File: src/rtl/lsu_pkg.sv
// rtl/lsu_pkg.sv - shared load-store unit types: buffered store entry and word offset
package lsu_pkg;

  localparam int LSU_XLEN    = 32;
  localparam int WORD_OFFSET = 2;

  // addr must stay the first member: hazard logic slices it from the MSBs
  typedef struct packed {
    logic [LSU_XLEN-1:0] addr;
    logic [LSU_XLEN-1:0] data;
    logic [3:0]          sel;
  } sb_entry_t;

endpackage

File: src/rtl/store_buffer_if.sv
// rtl/store_buffer_if.sv - core-to-core store (c2c_w) and load (c2c_r) channels
interface c2c_w #(
  parameter int XLEN = 32
);
  logic [XLEN-1:0] addr;
  logic [XLEN-1:0] data;
  logic [3:0]      sel;
  logic            we;
  logic            ack;

  modport master (output addr, data, sel, we, input ack);
  modport slave  (input addr, data, sel, we, output ack);
endinterface

interface c2c_r #(
  parameter int XLEN = 32
);
  logic [XLEN-1:0] addr;
  logic [3:0]      sel;
  logic            re;
  logic [XLEN-1:0] data;
  logic            ack;

  modport master (output addr, sel, re, input data, ack);
  modport slave  (input addr, sel, re, output data, ack);
endinterface

File: src/rtl/sync_fifo.sv
// rtl/sync_fifo.sv - power-of-two FIFO with all-entries view and per-slot valid mask
module sync_fifo #(
  parameter int WIDTH = 8,
  parameter int DEPTH = 4
) (
  input  logic                        clk,
  input  logic                        reset_n,
  input  logic                        push,
  input  logic [WIDTH-1:0]            push_data,
  input  logic                        pop,
  output logic [WIDTH-1:0]            head_data,
  output logic                        full,
  output logic                        empty,
  output logic [$clog2(DEPTH):0]      count,
  output logic [DEPTH-1:0][WIDTH-1:0] entries,
  output logic [DEPTH-1:0]            valid
);

  localparam int PW = $clog2(DEPTH);

  logic [DEPTH-1:0][WIDTH-1:0] mem;
  logic [PW-1:0]               wr_ptr;
  logic [PW-1:0]               rd_ptr;
  logic [PW:0]                 count_q;
  logic                        do_push;
  logic                        do_pop;

  assign full    = (count_q == (PW+1)'(DEPTH));
  assign empty   = (count_q == '0);
  assign do_push = push & ~full;
  assign do_pop  = pop & ~empty;

  // Payload is deliberately unreset; validity comes only from the pointers/count.
  always_ff @(posedge clk) begin
    if (do_push) mem[wr_ptr] <= push_data;
  end

  always_ff @(posedge clk or negedge reset_n) begin
    if (!reset_n) begin
      wr_ptr  <= '0;
      rd_ptr  <= '0;
      count_q <= '0;
    end else begin
      if (do_push) wr_ptr <= wr_ptr + 1'b1;
      if (do_pop)  rd_ptr <= rd_ptr + 1'b1;
      case ({do_push, do_pop})
        2'b10:   count_q <= count_q + 1'b1;
        2'b01:   count_q <= count_q - 1'b1;
        default: count_q <= count_q;
      endcase
    end
  end

  // A slot is live when its distance from the head (mod DEPTH) is below count.
  always_comb begin
    valid = '0;
    for (int i = 0; i < DEPTH; i++) begin
      if ({1'b0, PW'(i) - rd_ptr} < count_q) valid[i] = 1'b1;
    end
  end

  assign head_data = mem[rd_ptr];
  assign entries   = mem;
  assign count     = count_q;

endmodule

File: src/rtl/store_buffer.sv
// rtl/store_buffer.sv - in-order store buffer with load word-address hazard blocking
module store_buffer
  import lsu_pkg::*;
#(
  parameter int XLEN  = 32,
  parameter int DEPTH = 4
) (
  input  logic clk,
  input  logic reset_n,
  c2c_w.slave  lsu_w,
  c2c_r.slave  lsu_r,
  c2c_w.master mem_w,
  c2c_r.master mem_r,
  output logic empty
);

  localparam int WIDTH = $bits(sb_entry_t);
  localparam int CW    = $clog2(DEPTH) + 1;
  localparam int WA_W  = LSU_XLEN - WORD_OFFSET;

  sb_entry_t                   wr_entry;
  sb_entry_t                   head;
  logic [WIDTH-1:0]            head_bits;
  logic [DEPTH-1:0][WIDTH-1:0] entries;
  logic [DEPTH-1:0]            valid;
  logic [DEPTH-1:0]            slot_hit;
  logic [DEPTH-1:0]            unused_slot_bits;
  logic [CW-1:0]               count;
  logic                        full;
  logic                        fifo_empty;
  logic                        ack_q;
  logic                        push;
  logic                        pop;
  logic                        hazard;

  assign wr_entry = '{addr: LSU_XLEN'(lsu_w.addr),
                      data: LSU_XLEN'(lsu_w.data),
                      sel:  lsu_w.sel};

  // ack_q blocks the cycle after an accept so a held we is not taken twice;
  // a full buffer refuses even when the head is leaving this cycle.
  assign push = lsu_w.we & ~full & ~ack_q;
  assign pop  = ~fifo_empty & mem_w.ack;

  always_ff @(posedge clk or negedge reset_n) begin
    if (!reset_n) ack_q <= 1'b0;
    else          ack_q <= push;
  end

  sync_fifo #(
    .WIDTH (WIDTH),
    .DEPTH (DEPTH)
  ) u_fifo (
    .clk       (clk),
    .reset_n   (reset_n),
    .push      (push),
    .push_data (wr_entry),
    .pop       (pop),
    .head_data (head_bits),
    .full      (full),
    .empty     (fifo_empty),
    .count     (count),
    .entries   (entries),
    .valid     (valid)
  );

  assign head = sb_entry_t'(head_bits);

  assign lsu_w.ack  = ack_q;
  assign mem_w.we   = ~fifo_empty;
  assign mem_w.addr = XLEN'(head.addr);
  assign mem_w.data = XLEN'(head.data);
  assign mem_w.sel  = head.sel;

  // Byte enables are ignored: any overlap at word granularity holds the load.
  for (genvar g = 0; g < DEPTH; g++) begin : g_slot
    assign slot_hit[g] = valid[g] &&
                         (entries[g][WIDTH-1 -: WA_W] == WA_W'(lsu_r.addr[XLEN-1:WORD_OFFSET]));
    assign unused_slot_bits[g] = ^entries[g][WIDTH-WA_W-1:0];
  end

  assign hazard = |slot_hit;

  assign mem_r.re   = lsu_r.re & ~hazard;
  assign mem_r.addr = lsu_r.addr;
  assign mem_r.sel  = lsu_r.sel;
  assign lsu_r.data = mem_r.data;
  assign lsu_r.ack  = mem_r.ack & ~hazard;

  assign empty = (count == '0);

endmodule

File: src/flat_wrapper.sv
// flat-port wrapper written by rule: the top's interface ports become plain ports
module store_buffer_flat import lsu_pkg::*;
#(
  parameter int XLEN  = 32,
  parameter int DEPTH = 4
)
  (clk, reset_n, empty, lsu_w_addr, lsu_w_data, lsu_w_sel, lsu_w_we, lsu_w_ack, lsu_r_addr, lsu_r_sel, lsu_r_re, lsu_r_data, lsu_r_ack, mem_w_addr, mem_w_data, mem_w_sel, mem_w_we, mem_w_ack, mem_r_addr, mem_r_sel, mem_r_re, mem_r_data, mem_r_ack);
  c2c_w #(.XLEN(XLEN)) lsu_w_i ();
  c2c_r #(.XLEN(XLEN)) lsu_r_i ();
  c2c_w #(.XLEN(XLEN)) mem_w_i ();
  c2c_r #(.XLEN(XLEN)) mem_r_i ();
  input  logic clk;
  input  logic reset_n;
  output logic empty;
  input wire logic [$bits(lsu_w_i.addr)-1:0] lsu_w_addr;
  input wire logic [$bits(lsu_w_i.data)-1:0] lsu_w_data;
  input wire logic [$bits(lsu_w_i.sel)-1:0] lsu_w_sel;
  input wire logic [$bits(lsu_w_i.we)-1:0] lsu_w_we;
  output wire logic [$bits(lsu_w_i.ack)-1:0] lsu_w_ack;
  input wire logic [$bits(lsu_r_i.addr)-1:0] lsu_r_addr;
  input wire logic [$bits(lsu_r_i.sel)-1:0] lsu_r_sel;
  input wire logic [$bits(lsu_r_i.re)-1:0] lsu_r_re;
  output wire logic [$bits(lsu_r_i.data)-1:0] lsu_r_data;
  output wire logic [$bits(lsu_r_i.ack)-1:0] lsu_r_ack;
  output wire logic [$bits(mem_w_i.addr)-1:0] mem_w_addr;
  output wire logic [$bits(mem_w_i.data)-1:0] mem_w_data;
  output wire logic [$bits(mem_w_i.sel)-1:0] mem_w_sel;
  output wire logic [$bits(mem_w_i.we)-1:0] mem_w_we;
  input wire logic [$bits(mem_w_i.ack)-1:0] mem_w_ack;
  output wire logic [$bits(mem_r_i.addr)-1:0] mem_r_addr;
  output wire logic [$bits(mem_r_i.sel)-1:0] mem_r_sel;
  output wire logic [$bits(mem_r_i.re)-1:0] mem_r_re;
  input wire logic [$bits(mem_r_i.data)-1:0] mem_r_data;
  input wire logic [$bits(mem_r_i.ack)-1:0] mem_r_ack;
  assign lsu_w_i.addr = lsu_w_addr;
  assign lsu_w_i.data = lsu_w_data;
  assign lsu_w_i.sel = lsu_w_sel;
  assign lsu_w_i.we = lsu_w_we;
  assign lsu_w_ack = lsu_w_i.ack;
  assign lsu_r_i.addr = lsu_r_addr;
  assign lsu_r_i.sel = lsu_r_sel;
  assign lsu_r_i.re = lsu_r_re;
  assign lsu_r_data = lsu_r_i.data;
  assign lsu_r_ack = lsu_r_i.ack;
  assign mem_w_addr = mem_w_i.addr;
  assign mem_w_data = mem_w_i.data;
  assign mem_w_sel = mem_w_i.sel;
  assign mem_w_we = mem_w_i.we;
  assign mem_w_i.ack = mem_w_ack;
  assign mem_r_addr = mem_r_i.addr;
  assign mem_r_sel = mem_r_i.sel;
  assign mem_r_re = mem_r_i.re;
  assign mem_r_i.data = mem_r_data;
  assign mem_r_i.ack = mem_r_ack;
  store_buffer #(.XLEN(XLEN), .DEPTH(DEPTH)) u_core (.clk(clk), .reset_n(reset_n), .lsu_w(lsu_w_i), .lsu_r(lsu_r_i), .mem_w(mem_w_i), .mem_r(mem_r_i), .empty(empty));
endmodule
File: config.mk
export PLATFORM = sky130hd
export DESIGN_NAME = store_buffer_flat
export DESIGN_NICKNAME = d
export VERILOG_FILES = /design/src/rtl/lsu_pkg.sv /design/src/rtl/store_buffer_if.sv /design/src/rtl/sync_fifo.sv /design/src/rtl/store_buffer.sv /design/src/flat_wrapper.sv
export SDC_FILE = /design/constraint.sdc
export NUM_CORES = 1
export LEC_CHECK = 0
export ABC_AREA = 1
export BUFFER_PORTS_ARGS = -buffer_cell sky130_fd_sc_hd__buf_2
export CORE_UTILIZATION = 30
export CTS_CLUSTER_DIAMETER = 40
export DETAILED_ROUTE_END_ITERATION = 10
export SYNTH_ARGS = -nofsm -noshare
export SYNTH_HDL_FRONTEND = slang
export SYNTH_SLANG_ARGS = --single-unit
File: constraint.sdc
create_clock -name clk -period 5.3 [get_ports clk]
set_clock_uncertainty 0.1 [all_clocks]
set_input_delay 0.265 -clock clk [delete_from_list [all_inputs] [get_ports clk]]
set_output_delay 0.265 -clock clk [all_outputs]
set_load 0.1 [all_outputs]
==> metrics.yaml, run 1 <==
timing.critical_path.slowest_stage_cell: "nor2_4"
die-area_um2: 43420
avgRoutedWirePerCell_um: 19.88
detailed_place_hpwl_um: 26030
finalHoldViolations: 0
placed_cell_area_um2: 13980
critical_path.n_buffers_inverters: 3
synth_area_leaders: "edfxtp_1, nand2_1, buf_4, nand3_1, a22oi_1"
crit_arrival_ns: 3.48
synth.net_count: 1291
num_vias: 9163
final_cell_mix: "edfxtp_1, nand2_1, buf_2, inv_1, nand3_1"
maxCapViolCount: 0
avgSynthCellArea_um2: 11.22
tritoncts_clock_tree: "built"
first_pass_grt_wire_length_um: 57200
gr-total-overflow: 0
die_width_um: 208.4
clock_tree.root_cell: "clkbuf_16"
synth_cells: 1139
core.rowCount: 75
grt_use_total_pct: 17.80
final_min_period_over_clock_period_pct: 72.60
critPathLaunchType: "flip-flop"
cts_resized: 0
h-tree-depth: 2
worstSetupEndpointType: "output port"
cts_buffer_depth: 3
finish.net_count: 1520
drt_first_iter_violations: 711
slew_headroom_pct: 29.63
boundaryPins: 283
layout_commonest_cell: "edfxtp_1"
die_h_um: 208.4
cp_cell_sequence: "buf_4, nor2_4, buf_4, a22oi_1, nand3_1, buf_2"
total_cts_buffers: 46
cell_total_after_placement: 1789
placement.io_buffers: 206
unrepaired_setup_endpoints_after_global_routing: "false"
cp_slowest_stage_delay_ns: 0.90
final_core_util_pct: 38.69
synth_largest_area_cell: "edfxtp_1"
insertion_delay_ns: 0.54
syn-cell-area_um2: 12780
layoutNonFillerInstCount: 1942
worst_pin_slew_ns: 1.053
run_status: "finished clean"
finalCriticalPeriod_ns: 3.848
route.detailed.drc: 0
worstPathMaxFanout: 47
antenna_found_initial: 1
worst_setup_path_class: "reg2out"
vias_per_cell: 4.718
finalSetupViolCount: 0
worst_ep_required_time_ns: 4.93
fin_tns_setup_ns: 0
syn2layout_area_growth_pct: 27.00
count_of_warnings_emitted_by_yosys: 0
floorplan.initialDensity_pct: 30.46
drive_gt1_share_pct: 21.90
crit_path_frequent_cell: "buf_4"
via_count_of_the_first_global_routing_pass: 9224
antenna_violating_nets_post_route: 0
layout.cell_area.non_filler_um2: 16230
gp_congestion: 0.8403
floorplan.core_area_um2: 41950
family_with_the_most_delay_on_the_worst_path: "buffers and inverters"
max_freq_ghz: 0.2599
grt_start_max_net_pins: 65
hold_class: "in2async"
drv_slew: 0
netlist.area_leader.share_pct: 63.92
synth.yosys.seq_area_share_pct: 65.49
post_synth_num_cell_types: 32
dr.pass1.iters: 5
worst_setup_hold_path_clk_slew_ns: 0.05
synth_register_bits: 280
clock_sink_count: 280
postRouteWirelength_um: 38600
[layout make-up]
| cell class | count | area, um2 |
|---|---|---|
| Tap cell | 539 | 674.4 |
| Clock buffer | 51 | 1170 |
| Clock inverter | 31 | 380.4 |
| Multi-Input combinational cell | 640 | 3339 |
| Antenna cell | 1 | 2.502 |
| Fill cell | 4064 | 25720 |
| Inverter | 112 | 420.4 |
| Sequential cell | 280 | 8371 |
| Timing Repair Buffer | 288 | 1872 |
[timing repair]
item                                   in CTS  in global routing
buffers inserted                            0                  0
endpoints found under the hold margin     281                  0
hold buffers                               70                  0
[worst paths after layout]
check / from / to / slack [ns] / cells after the start
hold / removal: reset_n / u_core.u_fifo.count[1] / 0.05 / 2
max in group asynchronous: reset_n / u_core.u_fifo.rd_ptr[0] / 4.86 / 2
setup / recovery: u_core.u_fifo.rd_ptr[1] / mem_w_data[13] / 1.45 / 6
min in group clk: mem_w_ack / u_core.u_fifo.rd_ptr[0] / 0.05 / 4
hold reg to reg: u_core.lsu_w.ack / u_core.lsu_w.ack / 0.38 / 1
setup reg to reg: u_core.u_fifo.count[2] / u_core.u_fifo.entries[29] / 2.45 / 6
[Yosys cell counts, drive strengths merged]
| master | instances |
|---|---|
| buf | 89 |
| nand2 | 270 |
| fa | 1 |
| ha | 9 |
| inv | 112 |
| a21oi | 8 |
| nor3 | 5 |
| o22ai | 4 |
| a221o | 1 |
| o221ai | 14 |
| a22oi | 64 |
| or2 | 5 |
| nand4 | 1 |
| o21ai | 25 |
| nor2 | 75 |
| nand3 | 104 |
| xor2 | 20 |
| clkbuf | 18 |
| o211ai | 6 |
| edfxtp | 272 |
| xnor2 | 28 |
| dfrtp | 8 |
[metrics by stage]
step           hold slack (ns)  worst slack (ns)
2_1_floorplan          -0.1306            0.5670
3_3_place_gp           0.02211             2.064
3_5_place_dp           0.02123             2.020
4_1_cts                0.02779             1.428
5_1_grt                0.04967             1.300
6_report               0.04653             1.452
[cells by family after synthesis]
kind of cell	after synthesis	share of synthesized area (%)
AND/OR/NAND/NOR	460	14.83
adder cells (fa/ha/maj)	10	1.038
AO/OA/AOI/OAI	122	6.639
flip-flops	280	65.49
XOR/XNOR	48	3.290
buffers and inverters	219	8.714
[layer usage]
layer	GRT usage (%)	up-vias	wire length (um)
li1	-	4332	-
met1	22.78	4374	16300
met2	29.85	346	18470
met3	3.064	111	2464
met4	7.152	0	1362
met5	0	-	0
[sequential cells by signal, indices dropped and copies added (netlist names)]
| name | cells |
|---|---|
| u_core.lsu_w.ack | 1 |
| u_core.u_fifo.count | 3 |
| u_core.u_fifo.entries | 272 |
| u_core.u_fifo.rd_ptr | 2 |
| u_core.u_fifo.wr_ptr | 2 |
[worst register-to-register path, cell delays in order (launching register included)]
cell	delay, ns
dfrtp_1	0.42
inv_1	0.13
nor3_1	0.08
nor3_2	0.26
inv_1	0.27
nor2_4	0.83
buf_12	0.37
Power of run 1 is not shown: default switching activity piles up to over one toggle a cycle in this logic, so the estimate is an artifact.
==> inputs of run 2 (changes only) <==
- ABC_AREA: 1 -> 0
- clock period: 5.3 -> 3.9 ns (I/O delays scaled with it)
==> run 2 against run 1 <==
  * Worst hold slack worse by 0.025 ns
  * Core utilization increased by 0.23 points
  * Sequential cell count is the same
  * Cell count decreased by 25%
  * Register-to-register slack worse by 1.2 ns
  * Critical path type unchanged
  * Critical endpoint is now mem_r_re
==> metrics.yaml, run 2 <==
critPathLaunchType: "flip-flop"
die_h_um: 203.4  # -2.4%
first_pass_grt_wire_length_um: 45330  # -21%
antenna_found_initial: 4  # +3
synth.cells.most_frequent: "edfxtp_1, xor2_1, buf_4, mux4_2, xnor2_1"
cts_buffer_depth: 3  # unchanged
detailedPlace.worstSlack_ns: 0.7979  # -1.222 ns
vias_per_cell: 4.575  # -3.0%
vdd.ir_drop.worst_mv: 0.9262
drv_slew: 0  # unchanged
family_with_the_most_delay_on_the_worst_path: "simple AND/OR/NAND/NOR gates"
power_leakage_nw: 5.523
design_power_total_mw: 14.28
syn-cell-area_um2: 12170  # -4.7%
worstPathMaxFanout: 21  # -55%
finalSetupViolCount: 0  # unchanged
layout_commonest_cell: "edfxtp_1"
worst_setup_path_class: "reg2out"
avgRoutedWirePerCell_um: 21.80  # +9.7%
worst_ep_required_time_ns: 3.61  # -1.32 ns
final_min_period_over_clock_period_pct: 93.54
largest_reg_flops: 272  # unchanged
power.switching_mw: 6.676
area.sequential_um2: 8376  # about the same
detailed_place_hpwl_um: 21850  # -16%
synthMostInstantiatedCell: "edfxtp_1"
postRouteWirelength_um: 31640  # -18%
insertion_delay_ns: 0.53  # about the same
via_count_of_the_first_global_routing_pass: 7082  # -23%
gp_congestion: 0.8180  # -2.7%
area_used_by_multi_input_combinational_logic_um2: 3183  # -4.7%
gr-total-overflow: 0  # unchanged
clock_tree.root_cell: "clkbuf_16"
grt_use_total_pct: 15.30  # -2.5 points
crit_arrival_ns: 3.35  # -0.13 ns
netlist.area_leader.share_pct: 67.10  # +3.2 points
ys.flop_type: "edfxtp_1"
syn2layout_area_growth_pct: 27.63
cp_slowest_stage_delay_ns: 0.73  # -0.17 ns
slew_headroom_pct: 40.43  # +11 points
num_vias: 6639  # -28%
cp_cell_sequence: "xor2_1, inv_1, ha_1, a31oi_1, nand4_1, nor4_1, nor4_1, and2_1, buf_2"
synth_register_bits: 280  # unchanged
synthArstFlopShare_pct: 2.857  # unchanged
max_freq_ghz: 0.2741
dr.pass1.iters: 4  # -1
floorplan.initialDensity_pct: 30.50  # +0.034 points
p_int_mw: 7.602
worstSetupEndpointType: "output port"
power.share.clock_pct: 26.1
p_comb_share_pct: 45.2
fillCellCount: 3669  # -9.7%
hold_ws_ns: 0.02145  # -0.02508 ns
synth.net_count: 798  # -38%
run_status: "finished clean"
synth_largest_area_cell: "edfxtp_1"
fin_tns_setup_ns: 0  # unchanged
boundaryPins: 283  # unchanged
maxCapViolCount: 0  # unchanged
unrepaired_setup_endpoints_after_global_routing: "false"
hold_class: "in2reg"
synth_cells: 646  # -43%
synth.yosys.seq_area_share_pct: 68.74  # +3.3 points
finalHoldViolations: 0  # unchanged
worst_setup_hold_path_clk_slew_ns: 0.05  # about the same
grt_start_max_net_pins: 45  # -31%
power.sequential.fraction_pct: 28.7
drive_gt1_share_pct: 39.07  # +17 points
number_of_synthesized_flops_with_an_enable_pin: 272  # unchanged
h-tree-depth: 2  # unchanged
clock_sink_count: 280  # unchanged
tritoncts_clock_tree: "built"
finish.net_count: 1043  # -31%
timing.critical_path.slowest_stage_cell: "nor4_1"
post_synth_num_cell_types: 28  # -13%
route.detailed.drc: 0  # unchanged
final_core_util_pct: 38.92  # +0.23 points
avgSynthCellArea_um2: 18.84  # +68%
die-area_um2: 41390  # -4.7%
floorplan.core_area_um2: 39910  # -4.8%
core.rowCount: 73  # -2.7%
total_cts_buffers: 42  # -8.7%
placement.io_buffers: 206  # unchanged
switching_share_pct: 46.76
drt_first_iter_violations: 412  # -42%
worst-r2r-setup-slack_ns: 1.30  # -1.15 ns
count_of_warnings_emitted_by_yosys: 0  # unchanged
crit_path_frequent_cell: "nor4_1"
worst_pin_slew_ns: 0.8854  # -0.1677 ns
die_width_um: 203.4  # -2.4%
synth_area_leaders: "edfxtp_1, mux4_2, xor2_1, buf_4, xnor2_1"
power.density_cell_area_nw_per_um2: 919.0
finalCriticalPeriod_ns: 3.648
critical_path.n_buffers_inverters: 2  # -1
antenna_violating_nets_post_route: 0  # unchanged
layout_setup_ws_ns: 0.2517  # -1.201 ns
final_cell_mix: "edfxtp_1, buf_2, xor2_1, dlygate4sd3_1, mux4_2"
## run 2: cell types whose count changed after synthesis, sizes merged, moves of 68 or more
| cell | previous run | this run |
|---|---|---|
| nand2 | 270 | 4 |
| nand3 | 104 | 2 |
| inv | 112 | 11 |
| nor2 | 75 | 2 |
| xor2 | 20 | 91 |
| mux4 | 0 | 68 |
## run 2: final timing paths
check,start,to,cells after the start
max,u_core.u_fifo.rd_ptr[1],mem_r_re,9
min,mem_w_ack,u_core.u_fifo.rd_ptr[0],3
max reg2reg,u_core.u_fifo.count[0],u_core.u_fifo.entries[28],4
min reg2reg,u_core.u_fifo.count[1],u_core.u_fifo.count[1],2
max in group asynchronous,reset_n,u_core.u_fifo.rd_ptr[1],3
min in group asynchronous,reset_n,u_core.u_fifo.wr_ptr[0],3
## run 2: cells by family after synthesis
group / synth area share [%]
AOI/OAI and AO/OA: 0.6887
xor gates and xnor gates: 9.138
adders and majority gates: 1.090
buffers and inverters: 5.191
DFF: 68.74
muxes: 12.58
and+or+nand+nor: 2.570
## run 2: stage by stage
stage | instance area, um2 | instances
finish | 15540 | 1451
global route | 15530 | 1450
global placement | 13410 | 1301
CTS | 15530 | 1449
detailed placement | 13410 | 1301
floorplan | 12170 | 646
## run 2: power groups by stage
stage               logic [mW]  registers [mW]  clock network (mW)
floorplan                 5.50            4.10                   0
global placement          6.47            4.14                   0
detailed placement        6.48            4.16                   0
CTS                       6.56            4.10                3.80
global route              6.73            4.14                3.92
finish                    6.46            4.10                3.72
## run 2: routing by layer
metal | wire length [um] | track usage, %
met5 | 24 | 0
met4 | 920 | 5.424
met1 | 13160 | 19.19
met2 | 15370 | 25.37
met3 | 2161 | 4.107
## run 2: cell type report
type	count	share of cell area [%]
inverter	11	0.2658
multi-input combinational	270	20.49
clock buffer	50	7.433
antenna	2	0.03221
clock inverter	27	1.675
timing repair buffer	286	11.97
tap	525	4.228
sequential	280	53.91
## run 2: what timing repair did
action,in CTS,in global routing
hold buffers,71,0
buffers inserted,0,0
resized for setup,0,0
hold endpoints to repair,281,0
## run 2: worst min-delay path: cells and delay by family
family	cells	cell delay, ns
xor gates and xnor gates	1	0.14
buffers and inverters	1	0.09
and+or+nand+nor	1	0.18
(Power assumes the default switching activity.)
